`config.mk`:
```
export PLATFORM = sky130hd
export DESIGN_NAME = prio_encoder_rr
export DESIGN_NICKNAME = d
export VERILOG_FILES = /design/src/rtl/enc_pkg.sv /design/src/rtl/prio_search.sv /design/src/rtl/prio_encoder_rr.sv
export SDC_FILE = /design/constraint.sdc
export NUM_CORES = 1
export LEC_CHECK = 0
export CORE_AREA = 8 8 45 47
export DETAILED_ROUTE_END_ITERATION = 16
export DIE_AREA = 0 0 53 55
export PLACE_DENSITY = 0.6
export SYNTH_ARGS = -nofsm -noshare
export SYNTH_HDL_FRONTEND = slang
export SYNTH_SLANG_ARGS = --single-unit
export TNS_END_PERCENT = 5
```
`constraint.sdc`:
```
create_clock -name clk -period 1.5 [get_ports clk]
set_input_delay 0.3 -clock clk [delete_from_list [all_inputs] [get_ports clk]]
set_output_delay 0.3 -clock clk [all_outputs]
set_load 0.01 [all_outputs]
```
`src/rtl/enc_pkg.sv`:
```
// Shared types and width-generic helpers for the round-robin priority encoder.
// Functions work on a vector zero-extended to MAX_N bits, so one body serves every N.
package enc_pkg;

    typedef enum logic {
        ENC_FIXED = 1'b0,
        ENC_RR    = 1'b1
    } mode_e;

    localparam int MAX_N = 256;
    localparam int MAX_W = 8;

    // Clearing the lowest set bit leaves something only if two or more bits were set.
    function automatic logic popcount_gt1(input logic [MAX_N-1:0] v);
        return |(v & (v - MAX_N'(1)));
    endfunction

    // Offset of the lowest set bit of an already-rotated vector; 0 when empty.
    function automatic logic [MAX_W-1:0] rot_lowest_set(input logic [MAX_N-1:0] v);
        logic [MAX_W-1:0] idx;
        logic             found;
        idx   = '0;
        found = 1'b0;
        for (int i = 0; i < MAX_N; i++) begin
            if (v[i] && !found) begin
                idx   = MAX_W'(i);
                found = 1'b1;
            end
        end
        return idx;
    endfunction

endpackage

```
`src/rtl/prio_search.sv`:
```
// Combinational circular search: first set bit of req at or after start, wrapping at N-1.
// Rotating right by start turns the circular search into a plain lowest-bit search.
module prio_search
    import enc_pkg::*;
#(
    parameter int N = 8,
    parameter int W = $clog2(N)
) (
    input  logic [N-1:0] req,
    input  logic [W-1:0] start,
    output logic [W-1:0] idx,
    output logic         none
);

    logic [N-1:0] rotated;
    logic [W-1:0] low;
    logic [W:0]   sum;

    always_comb begin
        rotated = (req >> start) | (req << (N - int'(start)));
        none    = ~|req;
        low     = W'(rot_lowest_set(MAX_N'(rotated)));
        sum     = {1'b0, start} + {1'b0, low};
        // start and low are each below N, so a single subtraction brings the sum back in range.
        if (sum >= (W+1)'(N)) begin
            sum = sum - (W+1)'(N);
        end
        idx = none ? '0 : sum[W-1:0];
    end

endmodule

```
`src/rtl/prio_encoder_rr.sv`:
```
// Registered N-to-log2(N) priority encoder with fixed or round-robin search,
// explicit all-zero / multi-hot flags and a single pass-through output register.
module prio_encoder_rr
    import enc_pkg::*;
#(
    parameter int  N       = 8,
    parameter int  RR_MODE = 0,
    localparam int W       = $clog2(N)
) (
    input  logic         clk,
    input  logic         rst,
    input  logic         in_valid,
    input  logic [N-1:0] in_req,
    output logic         in_ready,
    output logic         out_valid,
    input  logic         out_ready,
    output logic [W-1:0] out_idx,
    output logic         out_none,
    output logic         out_multi
);

    localparam mode_e MODE = (RR_MODE != 0) ? ENC_RR : ENC_FIXED;

    logic [W-1:0] ptr;
    logic [W-1:0] start;
    logic [W-1:0] sel_idx;
    logic         sel_none;
    logic         sel_multi;
    logic         xfer_in;
    logic         xfer_out;

    // Handshake: a beat moves on each side when valid && ready at the rising edge.
    // in_ready depends only on out_valid and out_ready, so a held result frees the
    // register in the same cycle the consumer takes it and a new vector may load then.
    assign in_ready = !out_valid || out_ready;
    assign xfer_in  = in_valid && in_ready;
    assign xfer_out = out_valid && out_ready;

    assign start     = (MODE == ENC_RR) ? ptr : '0;
    assign sel_multi = popcount_gt1(MAX_N'(in_req));

    prio_search #(
        .N (N),
        .W (W)
    ) u_search (
        .req   (in_req),
        .start (start),
        .idx   (sel_idx),
        .none  (sel_none)
    );

    always_ff @(posedge clk or posedge rst) begin
        if (rst) begin
            out_valid <= 1'b0;
            out_idx   <= '0;
            out_none  <= 1'b0;
            out_multi <= 1'b0;
        end else if (xfer_in) begin
            out_valid <= 1'b1;
            out_idx   <= sel_idx;
            out_none  <= sel_none;
            out_multi <= sel_multi;
        end else if (xfer_out) begin
            out_valid <= 1'b0;
        end
    end

    // Pointer moves past the winner only when something actually won.
    always_ff @(posedge clk or posedge rst) begin
        if (rst) begin
            ptr <= '0;
        end else if (MODE == ENC_RR && xfer_in && !sel_none) begin
            ptr <= (sel_idx == W'(N-1)) ? '0 : sel_idx + W'(1);
        end
    end

endmodule

```
==> flow_summary.yaml <==
run_status:
  run_status: "completed"
clock_tree:
  post_cts_buffers: 0
  cts_buffers: 3
  cts-resized-gates: 1
  htreeDepth: 1
  insertion_delay_ps: 240
  ctsHoldBuffers: 0
  cts_tree: "yes"
  clk_pin_slew_ps: 50
  cts.path.max_buffers: 2
  clkSinkCount: 6
  root_buffer: "clkbuf_4"
sta:
  hold_viol: 0
  clock.fmax_mhz: 702
  slew_headroom_pct: 80.9
  timing.final.crit_period_ps: 1420
  layout_setup_ws_ps: 75.8
  final.period_utilization_pct: 94.9
  fin_skew_ps: 2.56
  rsz0062_at_grt: "true"
  worst_slew_pin_slew_ps: 283
  maxSlewViolCount: 0
  fin_tns_setup_ps: 0
  setup_viol: 0
route:
  dr_total_vias: 412
  drtIter0Drc: 6
  vias_per_cell: 4.58
  totalWireLength_um: 972
  routedWlPerCell_um: 10.8
  first_pass_iters: 6
  drc: 0
  ant_nets: 0
min_path:
  hold_path_class: "input pin to asynchronous set/reset pin"
placement:
  placedCellCount: 87
  io_buffer_count: 18
  gp_congestion: 0.761
  place_ws_ps: -199
  hpwl_um: 835
grt:
  gr-total-overflow: 0
  grt_pass1_vias: 387
  grtUsageTotal_pct: 7.01
  grt_max_degree: 7
  grt_pass1_wl_mm: 1.57
  antenna_found_initial: 0
setup_path:
  arrival_ps: 1120
  path_class: "input pin to output port"
  startpoint_type: "input pin"
  worstPathMaxFanout: 2
  critical_path_required_ps: 1200
  worst_setup_path_end_kind: "output port"
  reg2reg_slack_ps: 420
power_and_ir_drop:
  switching_power_mw: 0.119
  p_comb_share_pct: 30.0
  seq_power_share_pct: 38.4
  leakagePower_nw: 0.283
  vdd_drop_max_mv: 0.238
  p_sw_share_pct: 25.7
  power.internal_mw: 0.345
  p_clk_share_pct: 31.6
  power_density_nw_per_um2: 685
cells_and_area:
  area_growth_syn_to_layout_pct: 80.9
  post-route-util_pct: 48.9
  final_cell_mix: "17 x clkdlybuf4s50_1, 10 x buf_4, 9 x nand2_1"
  layout_commonest_cell: "clkdlybuf4s50_1"
  stdcell_count: 90
  final_layout_size_suffix_gt1_share_pct: 24.3
  diodes: 0
  fin_nets: 88
synthesis:
  post_synth_num_cell_types: 20
  syn_area_um2: 374
  syn_area_per_cell_um2: 8.70
  seq_area_frac_synth_pct: 40.1
  syn_inst: 43
  ys_warn_count: 0
  synth_seq_cells: 6
  syn_nets: 55
die:
  die-area_um2: 2920
  core-area_um2: 1380
  fp-row-count: 14
  die_height_um: 55
  initial_utilization_pct: 27.0
  die_w_um: 53
  ios: 19
job:
  drv_cap: 0
## metrics by stage
step	power (mW)	cell area, µm²	hold slack, ps
final	0.464	677	270
after global routing	0.495	677	307
after CTS	0.473	671	277
after detailed placement	0.321	649	468
after global placement	0.319	649	460
after floorplan	0.225	374	91.0
## power by group through the flow
stage / sequential (mW) / clock (mW) / combinational (mW)
floorplan: 0.186 / 0 / 0.0391
detailed placement: 0.181 / 0 / 0.140
global route: 0.179 / 0.163 / 0.153
CTS: 0.178 / 0.155 / 0.139
global placement: 0.181 / 0 / 0.138
finish: 0.178 / 0.147 / 0.139
## registers in the layout (all words and copies together) (netlist names)
signal,flops
out_valid,1
out_idx,3
out_multi,1
out_none,1
## layout make-up
cell class / instances / area, µm²
clock buffer: 3 / 22.5
fill: 155 / 707
inverter: 2 / 7.51
multi-input combinational: 35 / 223
sequential: 6 / 150
tap: 16 / 20.0
timing repair buffer: 28 / 254
## cells in the mapped netlist
library cell,number,area share (%)
nand3_1,1,1.3
a21o_1,1,2.0
a2111oi_0,1,2.3
inv_1,2,2.0
o21bai_1,1,2.0
maj3_1,1,2.7
nand2_1,9,9.0
nor2_4,1,3.0
a21oi_1,2,2.7
a21oi_2,1,2.3
o31ai_2,1,3.3
a41oi_1,1,2.3
nor4_4,1,5.7
dfrtp_1,6,40
o21ai_1,4,5.4
or3_1,1,1.7
nor2_1,4,4.0
o21ai_0,1,1.3
and2_1,1,1.7
nand2b_1,3,5.0
## routing by layer
metal | track usage (%) | vias to the layer above | part of all wire (%)
met5 | 0 | - | 0
met4 | 3.88 | 0 | 0
li1 | - | 214 | -
met3 | 2.41 | 0 | 14
met2 | 10.7 | 20 | 43
met1 | 8.41 | 178 | 42
## worst paths after layout
path	end	depth (start not counted)	from
max in group asynchronous	out_idx[0]	2	rst
setup reg to reg	out_idx[0]	6	out_valid
min in group clk	out_idx[1]	1	out_idx[1]
hold / removal	out_multi	2	rst
setup / recovery	in_ready	3	out_ready
hold reg to reg	out_idx[1]	1	out_idx[1]
## logic make-up after synthesis
kind of cell,Yosys count,share of synthesized area (%)
simple gates,21,31.4
compound gates,13,23.7
fa+ha+maj,1,2.68
flops,6,40.1
buf+inv,2,2.01
## critical path: stages
cell and delay [ps]:
clkdlybuf4s50_1 450, nand2b_1 110, dlygate4sd2_1 270
No activity file was read; power rests on OpenSTA's default activity.
